`src/rtl/vending_pkg.sv`:
```
// Shared coin, error and state definitions for the vending controller.
// Cent values are plain ints so callers can cast them to their own credit width.
package vending_pkg;

    localparam logic [1:0] COIN_NICKEL  = 2'd0;
    localparam logic [1:0] COIN_DIME    = 2'd1;
    localparam logic [1:0] COIN_QUARTER = 2'd2;
    localparam logic [1:0] COIN_DOLLAR  = 2'd3;

    localparam int NICKEL  = 5;
    localparam int DIME    = 10;
    localparam int QUARTER = 25;
    localparam int DOLLAR  = 100;

    localparam logic [1:0] ERR_NONE      = 2'd0;
    localparam logic [1:0] ERR_DISABLED  = 2'd1;
    localparam logic [1:0] ERR_NO_STOCK  = 2'd2;
    localparam logic [1:0] ERR_NO_CREDIT = 2'd3;

    typedef enum logic [1:0] {
        ST_IDLE   = 2'd0,
        ST_VEND   = 2'd1,
        ST_CHANGE = 2'd2
    } state_t;

    function automatic logic [6:0] coin_value(input logic [1:0] coin);
        case (coin)
            COIN_NICKEL:  return 7'(NICKEL);
            COIN_DIME:    return 7'(DIME);
            COIN_QUARTER: return 7'(QUARTER);
            default:      return 7'(DOLLAR);
        endcase
    endfunction

endpackage

```
`src/rtl/vending_stock.sv`:
```
// Per-slot saturating stock counters with one restock port and one decrement port.
// Updates land one cycle after the request; the empty flag is a combinational read.
module vending_stock #(
    parameter int N_SLOTS = 8,
    parameter int STOCK_W = 4,
    parameter int IDX_W   = 3
) (
    input  logic               clk,
    input  logic               rst_n,
    input  logic               restock_valid,
    input  logic [IDX_W-1:0]   restock_idx,
    input  logic [STOCK_W-1:0] restock_qty,
    input  logic               dec_valid,
    input  logic [IDX_W-1:0]   dec_idx,
    input  logic [IDX_W-1:0]   rd_idx,
    output logic               empty
);

    logic [STOCK_W-1:0] stock      [N_SLOTS];
    logic [STOCK_W-1:0] stock_next [N_SLOTS];
    logic [STOCK_W:0]   sum        [N_SLOTS];

    // Decrement is only requested on a non-empty slot, so sum never underflows;
    // the extra top bit flags overflow past the saturation point.
    always_comb begin
        for (int i = 0; i < N_SLOTS; i++) begin
            sum[i] = {1'b0, stock[i]};
            if (dec_valid && dec_idx == IDX_W'(i))
                sum[i] = sum[i] - (STOCK_W+1)'(1);
            if (restock_valid && restock_idx == IDX_W'(i))
                sum[i] = sum[i] + {1'b0, restock_qty};
            stock_next[i] = sum[i][STOCK_W] ? '1 : sum[i][STOCK_W-1:0];
        end
    end

    always_ff @(posedge clk) begin
        if (!rst_n) begin
            for (int i = 0; i < N_SLOTS; i++)
                stock[i] <= '0;
        end else begin
            for (int i = 0; i < N_SLOTS; i++)
                stock[i] <= stock_next[i];
        end
    end

    always_comb begin
        empty = 1'b1;
        for (int i = 0; i < N_SLOTS; i++)
            if (rd_idx == IDX_W'(i))
                empty = (stock[i] == '0);
    end

endmodule

```
`src/rtl/vending_ctrl.sv`:
```
// Vending controller: coin credit, slot validation, dispense handshake, greedy change stream.
// All outputs registered; coins during vend/change are rejected; change waits on change_ready.
module vending_ctrl
    import vending_pkg::*;
#(
    parameter int N_SLOTS    = 8,
    parameter int PRICE_W    = 10,
    parameter int CREDIT_W   = 11,
    parameter int MAX_CREDIT = 1000,
    parameter int STOCK_W    = 4,
    localparam int IDX_W     = (N_SLOTS > 1) ? $clog2(N_SLOTS) : 1
) (
    input  logic                       clk,
    input  logic                       rst_n,
    input  logic                       coin_valid,
    input  logic [1:0]                 coin_type,
    input  logic                       sel_valid,
    input  logic [IDX_W-1:0]           sel_idx,
    input  logic                       cancel,
    input  logic [N_SLOTS*PRICE_W-1:0] price_flat,
    input  logic                       restock_valid,
    input  logic [IDX_W-1:0]           restock_idx,
    input  logic [STOCK_W-1:0]         restock_qty,
    output logic [CREDIT_W-1:0]        credit,
    output logic                       coin_reject,
    output logic                       err_valid,
    output logic [1:0]                 err_code,
    output logic                       dispense_valid,
    output logic [IDX_W-1:0]           dispense_idx,
    input  logic                       dispense_ack,
    output logic                       change_valid,
    output logic [1:0]                 change_coin,
    input  logic                       change_ready
);

    localparam int SUM_W = ((CREDIT_W > PRICE_W) ? CREDIT_W : PRICE_W) + 1;

    function automatic logic [1:0] greedy_coin(input logic [CREDIT_W-1:0] c);
        if (c >= CREDIT_W'(QUARTER))   return COIN_QUARTER;
        else if (c >= CREDIT_W'(DIME)) return COIN_DIME;
        else                           return COIN_NICKEL;
    endfunction

    state_t              state, state_next;
    logic [CREDIT_W-1:0] credit_next;
    logic                reject_next, err_valid_next;
    logic [1:0]          err_code_next, change_coin_next;
    logic [IDX_W-1:0]    dispense_idx_next;
    logic                dispense_valid_next, change_valid_next;
    logic                dec_valid, slot_empty;

    logic [PRICE_W-1:0]  price;
    logic [SUM_W-1:0]    credit_x, price_x, coin_sum;
    logic                coin_fits, price_disabled;
    logic [1:0]          sel_err;
    logic [CREDIT_W-1:0] change_val, credit_after_change;

    // Out-of-range indices fall through with price 0 and so read as disabled.
    always_comb begin
        price = '0;
        for (int i = 0; i < N_SLOTS; i++)
            if (sel_idx == IDX_W'(i))
                price = price_flat[i*PRICE_W +: PRICE_W];
    end

    assign price_disabled = (price == '0) || ((price % PRICE_W'(NICKEL)) != '0);
    assign credit_x       = SUM_W'(credit);
    assign price_x        = SUM_W'(price);
    assign coin_sum       = credit_x + SUM_W'(coin_value(coin_type));
    assign coin_fits      = coin_sum <= SUM_W'(MAX_CREDIT);

    always_comb begin
        sel_err = ERR_NONE;
        if (price_disabled)         sel_err = ERR_DISABLED;
        else if (slot_empty)        sel_err = ERR_NO_STOCK;
        else if (credit_x < price_x) sel_err = ERR_NO_CREDIT;
    end

    assign change_val          = CREDIT_W'(coin_value(change_coin));
    assign credit_after_change = (credit > change_val) ? credit - change_val : '0;

    always_comb begin
        state_next        = state;
        credit_next       = credit;
        reject_next       = 1'b0;
        err_valid_next    = 1'b0;
        err_code_next     = ERR_NONE;
        dispense_idx_next = dispense_idx;
        dec_valid         = 1'b0;

        case (state)
            ST_IDLE: begin
                if (cancel) begin
                    reject_next = coin_valid;
                    if (credit != '0)
                        state_next = ST_CHANGE;
                end else if (sel_valid && sel_err == ERR_NONE) begin
                    reject_next       = coin_valid;
                    credit_next       = CREDIT_W'(credit_x - price_x);
                    dec_valid         = 1'b1;
                    dispense_idx_next = sel_idx;
                    state_next        = ST_VEND;
                end else begin
                    if (sel_valid) begin
                        err_valid_next = 1'b1;
                        err_code_next  = sel_err;
                    end
                    if (coin_valid) begin
                        if (coin_fits) credit_next = CREDIT_W'(coin_sum);
                        else           reject_next = 1'b1;
                    end
                end
            end
            ST_VEND: begin
                reject_next = coin_valid;
                if (dispense_ack)
                    state_next = (credit != '0) ? ST_CHANGE : ST_IDLE;
            end
            ST_CHANGE: begin
                reject_next = coin_valid;
                if (change_valid && change_ready) begin
                    credit_next = credit_after_change;
                    if (credit_after_change == '0)
                        state_next = ST_IDLE;
                end
            end
            default: state_next = ST_IDLE;
        endcase

        // Offer the next coin from the post-update credit so one coin moves per cycle.
        dispense_valid_next = (state_next == ST_VEND);
        change_valid_next   = (state_next == ST_CHANGE);
        change_coin_next    = change_valid_next ? greedy_coin(credit_next) : COIN_NICKEL;
    end

    always_ff @(posedge clk) begin
        if (!rst_n) begin
            state          <= ST_IDLE;
            credit         <= '0;
            coin_reject    <= 1'b0;
            err_valid      <= 1'b0;
            err_code       <= ERR_NONE;
            dispense_valid <= 1'b0;
            dispense_idx   <= '0;
            change_valid   <= 1'b0;
            change_coin    <= COIN_NICKEL;
        end else begin
            state          <= state_next;
            credit         <= credit_next;
            coin_reject    <= reject_next;
            err_valid      <= err_valid_next;
            err_code       <= err_code_next;
            dispense_valid <= dispense_valid_next;
            dispense_idx   <= dispense_idx_next;
            change_valid   <= change_valid_next;
            change_coin    <= change_coin_next;
        end
    end

    vending_stock #(
        .N_SLOTS (N_SLOTS),
        .STOCK_W (STOCK_W),
        .IDX_W   (IDX_W)
    ) u_stock (
        .clk           (clk),
        .rst_n         (rst_n),
        .restock_valid (restock_valid),
        .restock_idx   (restock_idx),
        .restock_qty   (restock_qty),
        .dec_valid     (dec_valid),
        .dec_idx       (sel_idx),
        .rd_idx        (sel_idx),
        .empty         (slot_empty)
    );

endmodule

```
`config.mk`:
```
export PLATFORM = sky130hd
export DESIGN_NAME = vending_ctrl
export DESIGN_NICKNAME = d
export VERILOG_FILES = /design/src/rtl/vending_pkg.sv /design/src/rtl/vending_stock.sv /design/src/rtl/vending_ctrl.sv
export SDC_FILE = /design/constraint.sdc
export NUM_CORES = 1
export LEC_CHECK = 0
export CAP_MARGIN = 20
export CORE_MARGIN = 4
export CORE_UTILIZATION = 30
export DETAILED_ROUTE_END_ITERATION = 6
export PLACE_DENSITY_LB_ADDON = 0.25
export REMOVE_ABC_BUFFERS = 1
export SYNTH_ARGS = -nofsm -noshare
export SYNTH_HDL_FRONTEND = slang
export SYNTH_SLANG_ARGS = --single-unit
```
`constraint.sdc`:
```
create_clock -name clk -period 13.5 [get_ports clk]
set_clock_uncertainty 0.1 [all_clocks]
set_input_delay 4.05 -clock clk [delete_from_list [all_inputs] [get_ports clk]]
set_output_delay 4.05 -clock clk [all_outputs]
set_load 0.01 [all_outputs]
```
==> impl_metrics.tcl, run 1 <==
set metrics [dict create \
    worstMarginPinSlew_ps 1030 \
    cpLargestDelayFamily "simple AND/OR/NAND/NOR gates" \
    synthFlopType "dfxtp_1" \
    crit_arrival_ps 12750 \
    ys_ff_latch 56 \
    grt.overflow.total 0 \
    first_global_vias 7802 \
    ant_nets 0 \
    antenna_found_initial 0 \
    hp-start "dispense_idx[1]$_SDFFE_PN0N_" \
    vias_per_cell 5.47 \
    synth-edff-count 0 \
    max_slew_margin_pct 31.3 \
    cts-buffers-inserted 5 \
    cp_slowest_cell "clkdlybuf4s50_1" \
    layout-drive-gt1-share_pct 5.75 \
    die_w_um 171 \
    maxCapViolations 0 \
    drc_errors 0 \
    place_congestion 0.897 \
    async_flop_share_pct 0 \
    fp.dieArea_sq_mm 0.0294 \
    r2r_slack_ps 7130 \
    cts_buffer_depth 2 \
    layout_common_cells "120 x clkdlybuf4s50_1, 90 x nand2_1, 85 x inv_1, 85 x nor2_1, 85 x ha_1" \
    crit_path_end_kind "register" \
    critPathKind "in2reg" \
    hold_class "reg2reg" \
    status "complete, no violations" \
    p_per_area_mw_per_mm2 87.8 \
    h-tree-depth 2 \
    critical_path_buf_inv_count 5 \
    syn_area_sq_mm 0.00801 \
    rows 59 \
    ctsResizeCount 0 \
    final-setup-viol-count 0 \
    clock_sinks 56 \
    postCtsSetupRepairBufs 0 \
    wl_um 26600 \
    via_count 8211 \
    yosys_warnings 0 \
    io_buffer_count 121 \
    vdd_drop_max_uv 53.1 \
    fmax_mhz 79.1 \
    start_kind "input port" \
    insertion_delay_ps 320 \
    core_sq_mm 0.0261 \
    ys_seq_area_share_pct 14.0 \
    final_common_cell "clkdlybuf4s50_1" \
    cp.required_ps 13600 \
    p_leak_uw 0.00384 \
    rsz0062_at_grt "false" \
    grt_pass1_wl_um 40600 \
    finalCriticalPeriod_ps 12650 \
    critPathMaxFanout 25 \
    nNetsFinal 1361 \
    grt_max_degree 41 \
    area_growth_pct 20.4 \
    firstDrtPassIters 5 \
    cts_root_buf "clkbuf_16" \
    hold_viol 0 \
    cp-endpoint "u_stock.stock[0][7]$_SDFF_PN0_" \
    drt-wirelength-per-cell_um 17.7 \
    cts_tree "yes" \
    ios 122 \
    r2r_end "u_stock.stock[0][7]$_SDFF_PN0_" \
    hpwl_um 20900 \
    synth_area_per_cell_sq_um 7.48 \
    ff2ff_path_depth 24 \
    crit_start "sel_idx[2]" \
    cp_slowest_stage_delay_ps 980 \
    path_clk_slew_ps 80 \
    setup_tns_ps 0 \
    die_h_um 171 \
    drtIter0Drc 607 \
    cp.depth 31 \
    holdWs_ps 391 \
    ctsHoldBuffers 0 \
    postSynthCellCount 1070 \
    gr-usage-all-layers_pct 17.1 \
    period_share_pct 93.7 \
    rr_startpoint "credit[0]$_SDFF_PN0_" \
    synth.distinct_cells 92 \
    drv_slew 0 \
    initial_core_util_pct 30.6 \
]
report_power, final:
| group | internal (uW) | total (uW) | switching, uW |
|---|---|---|---|
| logic | 197 | 476 | 280 |
| clock network | 106 | 176 | 69.8 |
| registers | 176 | 195 | 19.3 |
| total | 478 | 847 | 369 |
synth_stat cells (6+ instances only):
cell type | n | area, sq um
a211oi_1 | 10 | 75.1
a21o_1 | 19 | 143
a21oi_1 | 75 | 375
a22o_1 | 12 | 105
a22oi_1 | 13 | 97.6
a31oi_1 | 9 | 56.3
and2_1 | 11 | 68.8
and4_1 | 8 | 70.1
buf_2 | 8 | 40.0
clkbuf_1 | 22 | 82.6
dfxtp_1 | 56 | 1120
fa_1 | 11 | 220
ha_1 | 85 | 1060
inv_1 | 85 | 319
inv_2 | 6 | 22.5
mux2_2 | 9 | 101
mux2i_1 | 22 | 220
nand2_1 | 90 | 338
nand2b_1 | 17 | 106
nand3_1 | 46 | 230
nand4_1 | 11 | 68.8
nor2_1 | 85 | 319
nor2b_1 | 22 | 138
nor3_1 | 58 | 290
nor4_1 | 9 | 56.3
o21a_1 | 15 | 113
o21ai_0 | 48 | 240
o21ai_1 | 11 | 55.1
o31a_1 | 9 | 78.8
o31ai_1 | 9 | 67.6
or3_1 | 9 | 56.3
xnor2_1 | 39 | 342
xor2_1 | 20 | 175
layer usage:
layer	track usage, %	routed length, um	vias to the layer above
li1	-	-	4094
met1	22.8	11900	3840
met2	29.5	13000	244
met3	2.02	1280	33
met4	4.10	399	0
met5	0	0	-
sequential cells by signal (all words and copies together) (netlist names):
register and count:
err_code 2, err_valid 1, u_stock.stock 32, change_valid 1, dispense_valid 1, coin_reject 1
credit 11, state 2, dispense_idx 3, change_coin 2
cell type report:
type                            instances  area, sq um
Inverter                               93          364
Tap cell                              335          419
Timing Repair Buffer                  126         1240
Fill cell                            2761        16500
Clock inverter                          2         60.1
Multi-Input combinational cell        883         6310
Antenna cell                            1         2.50
Sequential cell                        56         1120
Clock buffer                            5          125
how the worst min path moves through the flow:
| stage | endpoint | slack [ps] | cells past startpoint |
|---|---|---|---|
| after global placement | dispense_idx[2]$_SDFFE_PN0N_ | 380 | 2 |
| after global routing | dispense_idx[1]$_SDFFE_PN0N_ | 430 | 2 |
| final | dispense_idx[1]$_SDFFE_PN0N_ | 390 | 2 |
| after CTS | dispense_idx[2]$_SDFFE_PN0N_ | 400 | 2 |
| after floorplan | dispense_idx[0]$_SDFFE_PN0N_ | 380 | 2 |
| after detailed placement | dispense_idx[2]$_SDFFE_PN0N_ | 390 | 2 |
stage by stage:
stage | worst slack, ps | cells | power (uW) | cell area [sq um] | utilization, %
CTS | 1030 | 1500 | 847 | 9640 | 36.9
global placement | 788 | 1493 | 668 | 9450 | 36.2
global route | 237 | 1500 | 905 | 9640 | 36.9
finish | 851 | 1501 | 847 | 9640 | 36.9
floorplan | 3390 | 1032 | 518 | 7790 | -
detailed placement | 698 | 1493 | 667 | 9450 | 36.2
worst min-delay path, cell delays in order, from the launching register on:
cell and delay (ps):
dfxtp_1 330, nand2_1 60, a21oi_1 60
logic make-up after synthesis:
logic type | count (synthesis) | share of synthesized area, %
AOI/OAI and AO/OA | 295 | 25.6
xor gates and xnor gates | 60 | 6.66
adders and majority gates | 96 | 16.0
buffers and inverters | 131 | 7.25
DFF | 56 | 14.0
muxes | 36 | 5.33
and+or+nand+nor | 396 | 25.2
(Power assumes the default switching activity.)
==> run 2: changes to the inputs <==
--- a/config.mk
+++ b/config.mk
@@ -8,8 +8,10 @@
 export CAP_MARGIN = 20
 export CORE_MARGIN = 4
 export CORE_UTILIZATION = 30
+export CTS_BUF_LIST = sky130_fd_sc_hd__clkbuf_2 sky130_fd_sc_hd__clkbuf_4 sky130_fd_sc_hd__clkbuf_8
 export DETAILED_ROUTE_END_ITERATION = 6
 export PLACE_DENSITY_LB_ADDON = 0.25
+export RECOVER_POWER = 100
 export REMOVE_ABC_BUFFERS = 1
 export SYNTH_ARGS = -nofsm -noshare
 export SYNTH_HDL_FRONTEND = slang
==> run 2 against run 1 <==
- worst hold slack gained 2.4 ps
- clock power is 20% lower
- non-clock buffer count unchanged
- combinational power decreased by 1%
- routed wire length decreased by 0.49%
- flip-flop and latch count unchanged
- critical path type unchanged
- largest cell class unchanged
==> impl_metrics.tcl, run 2 (synthesis gave the netlist of run 1 again) <==
set metrics [dict create \
    status "complete, no violations" \
    largest_reg_flops 32 \
    setup_tns_ps 0 \
    met2_wirelength_um 12800 \
    cpLargestDelayFamily "simple AND/OR/NAND/NOR gates" \
    cts-buffers-inserted 5 \
    antenna_found_initial 0 \
    wirelength_met1_um 12000 \
    critPathKind "in2reg" \
    vdd_drop_max_uv 45.2 \
    via_count 8167 \
    cp_slowest_cell "dlygate4sd3_1" \
    p_total_uw 805 \
    cp_slowest_stage_delay_ps 1060 \
    gr-usage-all-layers_pct 17.0 \
    hold_class "reg2reg" \
    final-setup-viol-count 0 \
    worstMarginPinSlew_ps 1010 \
    layout-drive-gt1-share_pct 5.49 \
    r2r_slack_ps 7160 \
    ctsResizeCount 0 \
    drv_slew 0 \
    holdPathStages 2 \
    p_per_area_mw_per_mm2 84.1 \
    wl_met3_um 1210 \
    p_leak_uw 0.00388 \
    r2r_end "u_stock.stock[0][7]$_SDFF_PN0_" \
    ctsHoldBuffers 0 \
    highest_layer "met4" \
    clock_sinks 56 \
    drt-wirelength-per-cell_um 17.6 \
    vias_per_cell 5.44 \
    fmax_mhz 79.1 \
    wl_um 26400 \
    grt_pass1_wl_um 40500 \
    post_dp_cell_area_sq_mm 0.00945 \
    stdcell_area_sq_mm 0.00957 \
    start_kind "input port" \
    critPathMaxFanout 25 \
    crit_path_end_kind "register" \
    period_share_pct 93.7 \
    die_w_um 171 \
    holdPathEnd "dispense_idx[1]$_SDFFE_PN0N_" \
    grt_max_degree 41 \
    max_slew_margin_pct 32.9 \
    drc_errors 0 \
    path_clk_slew_ps 110 \
    reg_top3 "u_stock.stock (32), credit (11), dispense_idx (3)" \
    place_congestion 0.897 \
    ant_nets 0 \
    core_sq_mm 0.0261 \
    initial_core_util_pct 30.6 \
    cts_buffer_depth 2 \
    grt.overflow.total 0 \
    final-seq-area_sq_mm 0.00112 \
    maxCapViolations 0 \
    rr_startpoint "credit[0]$_SDFF_PN0_" \
    nNetsFinal 1361 \
    rsz0062_at_grt "false" \
    hold_viol 0 \
    final_common_cell "clkdlybuf4s50_1" \
    dp.cells 1493 \
    crit_arrival_ps 12780 \
    h-tree-depth 2 \
    cts_root_buf "clkbuf_8" \
    final_cells 1501 \
    first_global_vias 7783 \
    io_buffer_count 121 \
    crit_start "sel_idx[2]" \
    multi_input_area_sq_mm 0.00629 \
    postCtsSetupRepairBufs 0 \
    rows 59 \
    layout_common_cells "97 x clkdlybuf4s50_1, 90 x nand2_1, 85 x inv_1, 85 x nor2_1, 85 x ha_1" \
    worst_slack_ps 854 \
    area_growth_pct 19.5 \
    ios 122 \
    cp.required_ps 13630 \
    nFillCells 2769 \
    insertion_delay_ps 340 \
    finalCriticalPeriod_ps 12650 \
    hp-start "dispense_idx[1]$_SDFFE_PN0N_" \
    dp_slack_ps 698 \
    largest-register "u_stock.stock" \
    fp.dieArea_sq_mm 0.0294 \
    drtIter0Drc 585 \
    firstDrtPassIters 5 \
    cts_tree "yes" \
    critical_path_buf_inv_count 5 \
    die_h_um 171 \
    hpwl_um 20900 \
    ff2ff_path_depth 24 \
]
## run 2: cell count changes in the layout (fill, tap and decap cells not counted), sizes merged
cell and change:
clkdlybuf4s50 -23, dlygate4sd3 +23
## run 2: worst max path at each step
| stage | endpoint | cells after the start |
|---|---|---|
| 6_report | u_stock.stock[0][7]$_SDFF_PN0_ | 31 |
| 5_1_grt | u_stock.stock[0][7]$_SDFF_PN0_ | 31 |
| 4_1_cts | u_stock.stock[0][7]$_SDFF_PN0_ | 29 |
| 3_5_place_dp | u_stock.stock[0][7]$_SDFF_PN0_ | 29 |
| 3_3_place_gp | u_stock.stock[0][5]$_SDFF_PN0_ | 29 |
| 2_1_floorplan | u_stock.stock[0][5]$_SDFF_PN0_ | 27 |
## run 2: routing by layer
metal / track usage (%) / vias to the layer above
met3: 2.02 / 34
met4: 4.24 / 0
met5: 0 / -
li1: - / 4092
met2: 29.2 / 226
met1: 22.8 / 3815
## run 2: worst reg2reg max path: stages, from the launching register on
cell      delay (ps)
dfxtp_1          520
inv_1            150
ha_1             260
nor2b_1          120
o21ai_0          130
a21oi_1          220
o21ai_0          130
a21oi_1          190
o21ai_0          130
a21oi_1          240
o211ai_1         160
a31oi_1          500
nand4_1          330
a21oi_4          720
nand2_2          320
nor3_2           280
xnor2_1          190
ha_1             210
inv_1             60
fa_1             370
nor2b_1          150
o21a_1           130
o21ai_0           80
xor2_1           220
o31a_1           320
## run 2: layout make-up
cell class	count	area share, %
Timing Repair Buffer	126	13.0
Clock buffer	5	0.719
Tap cell	335	4.38
Inverter	93	3.80
Multi-Input combinational cell	883	65.7
Clock inverter	2	0.628
Sequential cell	56	11.7
Antenna cell	1	0.0261
## run 2: power by group
group          internal (uW)  switching, uW
sequential               176           19.0
clock                   73.3           66.4
combinational            193            278
## run 2: stage by stage
step / hold slack (ps) / utilization [%]
after detailed placement: 390 / 36.2
after global routing: 429 / 36.6
after CTS: 405 / 36.7
after floorplan: 381 / -
after global placement: 380 / 36.2
final: 393 / 36.6
